### src/rtl/mmio_uart_tx.sv
// Memory-mapped 8N1 UART transmitter with a TX FIFO, sitting on the CPU data-memory port.
// Optional even parity bit when UART_TX_PARITY_EN is defined.
module mmio_uart_tx #(
    parameter int          FIFO_DEPTH  = 8,
    parameter logic [15:0] DEFAULT_DIV = 16'd434
) (
    input  logic        clk,
    input  logic        rst,
    input  logic        sel_i,
    input  logic [31:0] addr_i,
    input  logic        memwr_i,
    input  logic [31:0] wr_data_i,
    output logic [31:0] rd_data_o,
    output logic        tx_o
);
    localparam int AW = $clog2(FIFO_DEPTH);
    localparam int CW = AW + 1;
`ifdef UART_TX_PARITY_EN
    localparam logic PAR_EN = 1'b1;
`else
    localparam logic PAR_EN = 1'b0;
`endif

    typedef enum logic [2:0] {S_IDLE, S_START, S_DATA, S_PARITY, S_STOP} state_t;

    state_t          state_q, state_d;
    logic [15:0]     cnt_q, cnt_d;
    logic [2:0]      bit_q, bit_d;
    logic [7:0]      shreg_q, shreg_d;
    logic            par_q, par_d;
    logic [15:0]     div_q;
    logic            ovf_q;
    logic [CW-1:0]   count_q;
    logic [AW-1:0]   wptr_q, rptr_q;
    logic [7:0]      mem_q [FIFO_DEPTH];

    logic [1:0] reg_sel;
    logic       we, push_req, push_ok, pop, full, empty;
    logic       unused_ok;

    assign reg_sel   = addr_i[3:2];
    assign we        = sel_i & memwr_i;
    assign push_req  = we && (reg_sel == 2'd0);
    assign full      = (count_q == CW'(FIFO_DEPTH));
    assign empty     = (count_q == '0);
    assign pop       = (state_q == S_IDLE) && !empty;
    // A pop on the same edge frees the slot, so a push into a full FIFO still fits.
    assign push_ok   = push_req && (!full || pop);
    assign unused_ok = ^{addr_i[31:4], addr_i[1:0], wr_data_i[31:16]};

    always_ff @(posedge clk) begin
        if (push_ok) mem_q[wptr_q] <= wr_data_i[7:0];
    end

    always_ff @(posedge clk) begin
        if (rst) begin
            wptr_q  <= '0;
            rptr_q  <= '0;
            count_q <= '0;
            ovf_q   <= 1'b0;
            div_q   <= DEFAULT_DIV;
        end else begin
            if (push_ok) wptr_q <= wptr_q + AW'(1);
            if (pop)     rptr_q <= rptr_q + AW'(1);
            case ({push_ok, pop})
                2'b10:   count_q <= count_q + CW'(1);
                2'b01:   count_q <= count_q - CW'(1);
                default: count_q <= count_q;
            endcase
            if (push_req && !push_ok)
                ovf_q <= 1'b1;
            else if (we && reg_sel == 2'd1 && wr_data_i[3])
                ovf_q <= 1'b0;
            if (we && reg_sel == 2'd2)
                div_q <= (wr_data_i[15:0] == 16'd0) ? 16'd1 : wr_data_i[15:0];
        end
    end

    always_ff @(posedge clk) begin
        if (rst) begin
            state_q <= S_IDLE;
            cnt_q   <= '0;
            bit_q   <= '0;
            shreg_q <= '0;
            par_q   <= 1'b0;
        end else begin
            state_q <= state_d;
            cnt_q   <= cnt_d;
            bit_q   <= bit_d;
            shreg_q <= shreg_d;
            par_q   <= par_d;
        end
    end

    // Every bit reloads from div_q, so a mid-frame divisor write applies at the next boundary.
    always_comb begin
        state_d = state_q;
        cnt_d   = cnt_q;
        bit_d   = bit_q;
        shreg_d = shreg_q;
        par_d   = par_q;
        case (state_q)
            S_IDLE: begin
                if (pop) begin
                    state_d = S_START;
                    cnt_d   = div_q - 16'd1;
                    shreg_d = mem_q[rptr_q];
                    par_d   = ^mem_q[rptr_q];
                end
            end
            S_START: begin
                if (cnt_q == 16'd0) begin
                    state_d = S_DATA;
                    cnt_d   = div_q - 16'd1;
                    bit_d   = 3'd0;
                end else cnt_d = cnt_q - 16'd1;
            end
            S_DATA: begin
                if (cnt_q == 16'd0) begin
                    cnt_d   = div_q - 16'd1;
                    shreg_d = {1'b0, shreg_q[7:1]};
                    bit_d   = bit_q + 3'd1;
                    if (bit_q == 3'd7) state_d = PAR_EN ? S_PARITY : S_STOP;
                end else cnt_d = cnt_q - 16'd1;
            end
            S_PARITY: begin
                if (cnt_q == 16'd0) begin
                    state_d = S_STOP;
                    cnt_d   = div_q - 16'd1;
                end else cnt_d = cnt_q - 16'd1;
            end
            S_STOP: begin
                if (cnt_q == 16'd0) state_d = S_IDLE;
                else                cnt_d   = cnt_q - 16'd1;
            end
            default: state_d = S_IDLE;
        endcase
    end

    always_comb begin
        tx_o = 1'b1;
        case (state_q)
            S_START:  tx_o = 1'b0;
            S_DATA:   tx_o = shreg_q[0];
            S_PARITY: tx_o = par_q;
            default:  tx_o = 1'b1;
        endcase
    end

    always_comb begin
        rd_data_o = 32'd0;
        if (sel_i) begin
            case (reg_sel)
                2'd1: rd_data_o = {20'd0, 4'(count_q), 3'd0, PAR_EN, ovf_q,
                                   (state_q != S_IDLE), empty, full};
                2'd2: rd_data_o = {16'd0, div_q};
                default: rd_data_o = {31'd0, unused_ok & 1'b0};
            endcase
        end
    end
endmodule

### config.mk
export PLATFORM = sky130hd
export DESIGN_NAME = mmio_uart_tx
export DESIGN_NICKNAME = d
export VERILOG_FILES = /design/src/rtl/mmio_uart_tx.sv
export SDC_FILE = /design/constraint.sdc
export NUM_CORES = 1
export LEC_CHECK = 0
export ABC_CLOCK_PERIOD_IN_PS = 2500
export CORE_UTILIZATION = 49
export DETAILED_ROUTE_END_ITERATION = 10
export MAX_ROUTING_LAYER = met4
export PLACE_DENSITY = 0.76
export SYNTH_ARGS = -nofsm -noshare
export SYNTH_HDL_FRONTEND = slang
export SYNTH_SLANG_ARGS = --single-unit
export TNS_END_PERCENT = 50
### constraint.sdc
create_clock -name clk -period 2.5 [get_ports clk]
set_input_delay 0.5 -clock clk [delete_from_list [all_inputs] [get_ports clk]]
set_output_delay 0.5 -clock clk [all_outputs]
set_load 0.02 [all_outputs]
# Word-level counts from Yosys, hierarchy flattened
# Memory sizes are Yosys's and may differ from the RTL's. A register that Yosys moved wholly into a read port is not among the register bits.
# Index checks and enable logic that the tools add are counted.
[classes]
n_addsub = 7
n_bitwise = 1
n_eq_ne = 17
mux = 27
n_reduce_logical = 29
[op_table]
columns = ["op", "n"]
rows = [
  ["$mux 16", 5],
  ["$pmux 16 s3", 1],
  ["$logic_not 16->1", 2],
  ["$pmux 16 s2", 1],
  ["$sub 16x1->16 const B", 2],
  ["$mux 3", 9],
  ["$mux 8", 2],
  ["$pmux 8 s2", 1],
  ["$pmux 3 s5", 1],
  ["$ne 2x2->1 const B", 7],
  ["$add 3x1->3 const B", 3],
  ["$reduce_and 3->1", 3],
  ["$pmux 4 s2", 1],
  ["$reduce_bool 2->1", 4],
  ["$reduce_xor 8->1", 1],
  ["$logic_and 1x1->1", 7],
  ["$eq 3x2->1 const B", 2],
  ["$eq 3x3->1 const B", 2],
  ["$pmux 3 s2", 1],
  ["$reduce_and 6->1", 1],
  ["$reduce_bool 3->1", 2],
  ["$add 4x1->4 const B", 1],
  ["$eq 2x1->1 const B", 2],
  ["$eq 2x2->1 const B", 2],
  ["13 further kinds", 18],
]
[word_totals]
elab_cells = 92
ff_bits = 58
ramBits = 64
mem_count = 1
in_bits = 68
[memory_table]
columns = ["memory", "depth", "width", "rd", "rd_ports_with_merged_regs", "wr", "line_no", "rtl"]
rows = [
  ["mem_q", 8, 8, 1, 1, 1, "35", "logic [7:0] mem_q [FIFO_DEPTH];"],
]

# Longest topological paths before layout
# Gate-level depths: netlist (run 1).
[logic_depth]
ltp_word = 8
ltp_mapped = 13

# Worst setup path after synthesis (run 1)
# OpenSTA, ideal clock, no wires.
[synth_timing]
path_kind = "register -> register"
startpoint = "register state_q[2]"
endpoint = "memory mem_q[0][0], enable pin"
arrival_ns = 2.193
path_stages_with_launch = 7
required_ns = 2.117
setup_time_ns = 0.383
path_slack_ns = -0.076
path_cell_list = "dfxtp_1 -> buf_2 -> or3_1 -> clkbuf_1 -> a31oi_1 -> nand2b_1 -> nor3_1"
[synth_via]
elab_chain_cells = 6
[synth_lines]
columns = ["item", "line_no", "rtl"]
rows = [
  ["start: declaration", "26", "state_t state_q, state_d;"],
  ["start signal: assignment", "87", "state_q <= state_d;"],
  ["$logic_not 3->1", "46", "assign pop = (state_q == S_IDLE) && !empty;"],
  ["$logic_and 1x1->1", "46", ""],
  ["$logic_or 1x1->1", "48", "assign push_ok = push_req && (!full || pop);"],
  ["$logic_and 1x1->1", "48", ""],
  ["$mux 1", "52", "if (push_ok) mem_q[wptr_q] <= wr_data_i[7:0];"],
  ["$mux 1 (not written as such)", "52", ""],
  ["end: declaration", "35", ""],
]
# No other way between the ends.

# Final worst setup path (run 1)
[layout_timing]
startpoint = "input port addr_i[2]"
endpoint = "output port rd_data_o[0]"
[layout_via]
elab_chain_cells = 3
[layout_lines]
columns = ["item", "line_no", "rtl"]
rows = [
  ["start: declaration", "10", "input logic [31:0] addr_i,"],
  ["$eq 2x2->1 or $eq 2x1->1 (tied branches)", "153", "case (reg_sel)"],
  ["$pmux 16 s2 *", "153", ""],
  ["$mux 16 *", "152", "if (sel_i) begin"],
  ["end: declaration", "13", "output logic [31:0] rd_data_o,"],
]
# Every way passes the cells marked *; elsewhere a longest branch is shown, timed or not.

==> impl_metrics.py, run 1 <==
metrics = {
    "floorplan": {
        "num_rows": 40,
        "io_pins": 101,
        "start_util_pct": 50.7,
        "die_x_um": 114,
        "die-area_um2": 13000,
        "core_um2": 12200,
        "fp.dieH_um": 114,
    },
    "route": {
        "vias": 4911,
        "drt_iter0_drc": 417,
        "dr.pass1.iters": 6,
        "route.detailed.wl_per_inst_um": 17.5,
        "vias_per_cell": 5.81,
        "drc": 0,
        "ant_nets": 0,
        "drt_wl_total_mm": 14.7,
    },
    "sta": {
        "hold_viol_final": 0,
        "final-setup-viol-count": 0,
        "tightest_slew_ns": 0.620,
        "period_needed_ns": 2.46,
        "max_freq_mhz": 406,
        "rsz0062_at_grt": "true",
        "timing.final.crit_share_pct": 98.4,
        "clock_skew_ns": 0.0101,
        "slew_headroom_pct": 58.7,
        "slew_viol_final": 0,
    },
    "yosys": {
        "synthCells": 601,
        "synthTopCellsByArea": "edfxtp_1 (31%), dfxtp_1 (20%), a21oi_1 (4.7%)",
        "yosys.area.top_type_share_pct": 31.1,
        "yosys_warnings": 0,
        "yosysSeqAreaShare_pct": 50.9,
        "yosys_most_used_dff": "edfxtp_1",
        "avgSynthCellArea_um2": 10.3,
        "async_reset_ff_share_pct": 0,
        "syn_area_um2": 6170,
        "synth-edff-count": 64,
        "synth_cell_type_count": 58,
        "synth_top_cell_by_area": "edfxtp_1",
        "synth_seq_cells": 125,
    },
    "critical_path": {
        "r2r_setup_slack_ns": 0.12,
        "path_buf_inv": 4,
        "cpPeakStageDelay_ns": 0.42,
        "worstSetupPathType": "input pin to primary output",
        "cp-start-kind": "input pin",
        "r2r-end": "cnt_q[13]",
        "cp_slowest_cell": "clkdlybuf4s50_1",
        "cpMostUsedCell": "buf_4",
        "r2r_cells": 6,
        "end_kind": "primary output",
        "crit_fanout": 9,
        "critPathRequiredTime_ns": 2.00,
        "worstPathArrival_ns": 1.96,
        "r2r_start": "div_q[5]",
        "crit_chain": "clkdlybuf4s50_1 -> buf_4 -> ha_1 -> buf_4 -> a32oi_2 -> nor2_1 -> clkdlybuf4s15_2",
        "cp_top_family": "buffers and inverters",
    },
    "hold_path": {
        "min_to": "ovf_q",
        "hp-start": "ovf_q",
        "hold_path_class": "flip-flop to flip-flop",
        "holdPathStages": 2,
    },
    "layout": {
        "nets": 744,
        "diodes": 0,
        "fin_util_pct": 61.8,
        "layout-drive-gt1-share_pct": 18.0,
        "syn_to_final_growth_pct": 21.8,
    },
    "run_status": {
        "status": "completed",
    },
    "flow_run": {
        "drv_cap": 0,
    },
    "cts": {
        "cts_tree": "yes",
        "cts_sinks": 125,
        "clk_pin_slew_ns": 0.06,
        "hold_buffers": 0,
        "htree_levels": 4,
        "root_buffer": "clkbuf_16",
        "cts_buffers": 17,
        "clk_latency_ns": 0.41,
        "clockBufferDepth": 2,
    },
    "power": {
        "power_density_nw_per_um2": 1100,
        "leakage_nw": 2.78,
        "ir_drop_mv": 0.690,
        "p_total_mw": 8.24,
    },
    "global_route": {
        "grt_antenna_before_repair": 0,
        "grt_pass1_vias": 4741,
        "grt.total_usage_pct": 24.6,
        "overflow": 0,
        "grt_pass1_wl_mm": 23.7,
        "grt_max_degree": 32,
    },
    "place": {
        "io_buffers": 38,
        "hpwl_mm": 10.0,
        "place_congestion": 0.881,
    },
}
layout make-up:
cell class,instances,area (um2)
fill,942,4650
sequential,125,3140
timing repair buffer,83,712
tap,168,210
inverter,14,52.6
clock inverter,15,178
clock buffer,17,425
multi-input combinational,423,2800
per-stage QoR:
step,TNS [ns],setup slack [ns],hold slack (ns),cells,cell area [um2]
after floorplan,-0.450,-0.0563,0.437,616,6230
after global placement,-4.39,-0.303,0.445,813,6900
after detailed placement,-4.94,-0.329,0.452,813,6900
after CTS,-0.0115,-0.0115,0.459,845,7490
after global routing,-0.0847,-0.0602,0.471,845,7520
final,0,0.0397,0.460,845,7520
timing repair:
action                     4_1_cts  5_1_grt
gates resized for setup         53       12
buffers inserted                 0        0
pin swaps                        0        2
hold endpoints to repair         0        0
setup endpoints to repair       16       38
state kept, by name (all words and copies together) (netlist names), 4 cells and up, named ones only:
name and cells:
cnt_q 16, count_q 4, div_q 16, mem_q 64
shreg_q 8
how the worst max path moves through the flow:
stage | endpoint | slack (ns) | cells after the start | startpoint
CTS | rd_data_o[7] | -0.01 | 7 | addr_i[2]
floorplan | mem_q[1][0] | -0.06 | 6 | state_q[2]
detailed placement | rd_data_o[3] | -0.33 | 6 | addr_i[2]
global route | count_q[3] | -0.06 | 12 | count_q[0]
finish | rd_data_o[0] | 0.04 | 7 | addr_i[2]
global placement | rd_data_o[0] | -0.30 | 7 | addr_i[2]
kinds of logic (layout without fill, tap and decap cells):
kind of cell               Yosys count  in the layout  synth area share, %
AOI/OAI and AO/OA                  139            139                 13.7
and+or+nand+nor                    205            205                 15.6
other                                1             16               0.0608
adders and majority gates           12             12                 2.56
muxes                               26             26                 7.95
buffers and inverters               68            129                 5.64
xor gates and xnor gates            25             25                 3.55
DFF                                125            125                 50.9
power breakdown:
| part | switching [mW] | internal, mW | total, mW | leakage, nW |
|---|---|---|---|---|
| combinational | 1.85 | 1.26 | 3.11 | 1.42 |
| clock | 0.991 | 1.51 | 2.50 | 0.287 |
| sequential | 0.239 | 2.40 | 2.64 | 1.07 |
| total | 3.08 | 5.16 | 8.24 | 2.78 |
routing by layer:
layer / GRT usage [%] / part of all wire [%]
met4: 9.44 / 1.5
met3: 4.71 / 6.4
met2: 40.4 / 50
met1: 30.2 / 42
met5: - / 0
synth_stat cells (2+ instances only):
master	number
a21o_1	2
a31oi_1	4
nor2_1	67
buf_4	16
o21ai_0	13
a211oi_1	12
a21oi_1	58
o32ai_1	3
nor2b_1	3
clkbuf_1	28
and3_1	12
mux4_2	10
xnor2_1	17
or4_1	3
nand3b_1	5
o22ai_1	3
nand2b_1	4
ha_1	11
a22oi_1	7
o211ai_1	9
a32oi_1	2
mux2i_2	2
a2bb2oi_1	2
mux2i_1	8
o21ai_1	15
nor3_1	22
mux4_1	6
buf_2	7
xor2_1	8
nor4_1	10
nand2_1	55
inv_1	12
inv_2	2
a221oi_1	2
edfxtp_1	64
nand4_1	3
nand3_1	13
dfxtp_1	61
tightest hold or removal path, delay by kind of cell (launching register included):
family          cells  cell delay (ns)
compound gates      1             0.05
flops               1             0.31
simple gates        1             0.05
layout by cell type, fill, tap and decap left out, types with 15 or more instances in the layout:
| cell | instances |
|---|---|
| nor2_1 | 67 |
| clkbuf_16 | 17 |
| o21ai_1 | 15 |
| clkdlybuf4s50_1 | 21 |
| nand2_1 | 54 |
| conb_1 | 16 |
| a21oi_1 | 58 |
| edfxtp_1 | 64 |
| dfxtp_1 | 61 |
| nor3_1 | 20 |
| buf_4 | 42 |
| xnor2_1 | 17 |
Note: power is estimated with default switching activity, not from simulation.
==> run 2, diff against run 1 <==
==> constraint.sdc (replaced) <==
create_clock -name clk -period 2.5 [get_ports clk]
set_input_delay 0.5 -clock clk [delete_from_list [all_inputs] [get_ports clk]]
set_output_delay 0.5 -clock clk [all_outputs]
set_load 0.01 [all_outputs]
==> run 2 against run 1 <==
  * Wire length rose by 4.2%
  * Largest power group unchanged
  * First-iteration DRC count decreased by 0.48%
  * Final area is 0.20% higher
  * Worst hold slack barely moved
  * Fmax decreased by 1.0%
==> impl_metrics.py, run 2 (synthesis gave the netlist of run 1 again) <==
metrics = {
    "flow_run": {
        "drv_cap": 0,
    },
    "place": {
        "place_congestion": 0.894,
        "placed_cell_area_um2": 6890,
        "pre_cts_slack_ns": -0.270,
        "place_inst": 812,
        "hpwl_mm": 10.2,
        "io_buffers": 38,
    },
    "critical_path": {
        "worstPathArrival_ns": 1.99,
        "cpPeakStageDelay_ns": 0.42,
        "r2r_cells": 8,
        "worstSetupPathType": "input pin to primary output",
        "r2r_setup_slack_ns": 0.07,
        "cp-startpoint": "addr_i[2]",
        "cpMostUsedCell": "buf_4",
        "r2r-end": "cnt_q[12]",
        "critPathRequiredTime_ns": 2.00,
        "crit_fanout": 9,
        "cp-start-kind": "input pin",
        "r2r_start": "div_q[0]",
        "crit_path_end": "rd_data_o[9]",
        "crit_chain": "clkdlybuf4s50_1 -> buf_4 -> ha_1 -> buf_4 -> a22oi_1 -> nor2_1 -> dlygate4sd2_1",
        "end_kind": "primary output",
        "cp_slowest_cell": "clkdlybuf4s50_1",
    },
    "power": {
        "power_frac_clock_pct": 29.8,
        "leakage_nw": 2.80,
        "p_int_mw": 5.24,
        "p_comb_share_pct": 38.0,
        "switching_share_pct": 36.4,
        "power_density_nw_per_um2": 1090,
        "ir_drop_mv": 0.549,
        "switchingPower_mw": 2.99,
        "p_total_mw": 8.23,
        "power_frac_seq_pct": 32.2,
    },
    "layout": {
        "stdcell_count": 844,
        "diodes": 0,
        "final_common_cell": "nor2_1",
        "reg.largest.list": "mem_q (64), cnt_q (16), div_q (16)",
        "largest_reg_flops": 64,
        "top_register": "mem_q",
        "nFillCells": 915,
        "layout-drive-gt1-share_pct": 15.7,
        "nets": 743,
        "final_area_um2": 7530,
        "fin_util_pct": 61.9,
        "layout_common_cells": "nor2_1 (67), edfxtp_1 (64), dfxtp_1 (61), a21oi_1 (58), nand2_1 (54)",
        "syn_to_final_growth_pct": 22.1,
    },
    "global_route": {
        "grt_max_degree": 32,
        "grt_pass1_wl_mm": 24.8,
        "grt_pass1_vias": 4849,
        "grt_antenna_before_repair": 0,
        "grt.total_usage_pct": 25.8,
        "overflow": 0,
    },
    "floorplan": {
        "num_rows": 40,
        "core_um2": 12200,
        "fp.dieH_um": 114,
        "die_x_um": 114,
        "start_util_pct": 50.7,
        "die-area_um2": 13000,
        "io_pins": 101,
    },
    "route": {
        "vias": 4958,
        "dr.pass1.iters": 6,
        "ant_nets": 0,
        "route.detailed.wl_per_inst_um": 18.2,
        "vias_per_cell": 5.87,
        "drc": 0,
        "drt_iter0_drc": 415,
        "drt_wl_total_mm": 15.4,
    },
    "cts": {
        "cts_setup_buffers": 0,
        "hold_buffers": 0,
        "cts_buffers": 17,
        "cts_sinks": 125,
        "clockBufferDepth": 2,
        "clk_pin_slew_ns": 0.05,
        "cts_tree": "yes",
        "root_buffer": "clkbuf_16",
        "clk_latency_ns": 0.41,
        "htree_levels": 4,
    },
    "sta": {
        "whs_ns": 0.461,
        "rsz0062_at_grt": "true",
        "timing.final.ws_setup_ns": 0.0143,
        "clock_skew_ns": 0.0106,
        "setup-tns-final_ns": 0,
        "final-setup-viol-count": 0,
        "hold_viol_final": 0,
        "max_freq_mhz": 402,
        "timing.final.crit_share_pct": 99.4,
        "period_needed_ns": 2.49,
        "slew_headroom_pct": 58.7,
        "slew_viol_final": 0,
        "tightest_slew_ns": 0.619,
    },
    "hold_path": {
        "hold_path_class": "flip-flop to flip-flop",
    },
    "run_status": {
        "status": "completed",
    },
}
==> run 2: changes by cell type in the layout (fill, tap and decap cells not counted), moves of 2 or more <==
cell,delta
clkdlybuf4s15_2,-5
inv_8,-3
clkinvlp_4,-2
clkinv_2,+3
buf_2,-8
dlygate4sd2_1,+8
clkdlybuf4s15_1,+5
nor4_2,-2
clkbuf_1,+5
inv_6,-3
==> run 2: metal layers <==
metal | up-vias | global-route usage [%] | part of all wire [%]
met1 | 2344 | 31.8 | 41
met4 | 0 | 9.00 | 2.9
met5 | - | - | 0
met3 | 44 | 5.40 | 7.0
met2 | 262 | 42.3 | 49
li1 | 2308 | - | -
==> run 2: repair_timing <==
item	in CTS	in global routing
gates resized for setup	23	17
hold endpoints to repair	0	0
setup endpoints to repair	17	41
pin swaps	1	0
==> run 2: worst min-delay path by stage <==
stage,start,cells after the start,end
final,ovf_q,2,ovf_q
after global routing,ovf_q,2,ovf_q
after CTS,ovf_q,2,ovf_q
after detailed placement,ovf_q,2,ovf_q
after global placement,ovf_q,2,ovf_q
after floorplan,ovf_q,2,ovf_q
==> run 2: cell type report <==
| class | count | area (um2) | share of cell area [%] |
|---|---|---|---|
| Clock buffer | 22 | 444 | 5.90 |
| Inverter | 14 | 52.6 | 0.698 |
| Timing Repair Buffer | 82 | 728 | 9.67 |
| Multi-Input combinational cell | 423 | 2810 | 37.4 |
| Clock inverter | 10 | 139 | 1.84 |
| Tap cell | 168 | 210 | 2.79 |
| Sequential cell | 125 | 3140 | 41.7 |
==> run 2: power by group through the flow <==
| stage | logic (mW) | registers [mW] | clock network [mW] |
|---|---|---|---|
| after global routing | 3.45 | 2.68 | 2.55 |
| after detailed placement | 2.93 | 2.66 | 0 |
| final | 3.13 | 2.65 | 2.45 |
| after global placement | 2.84 | 2.64 | 0 |
| after floorplan | 2.27 | 2.58 | 0 |
| after CTS | 3.02 | 2.63 | 2.47 |
==> run 2: worst max-delay path: cells and delay by family <==
kind	cells	cell delay, ns
AOI/OAI and AO/OA	1	0.21
adders and majority gates	1	0.19
buffers and inverters	4	1.03
and+or+nand+nor	1	0.06
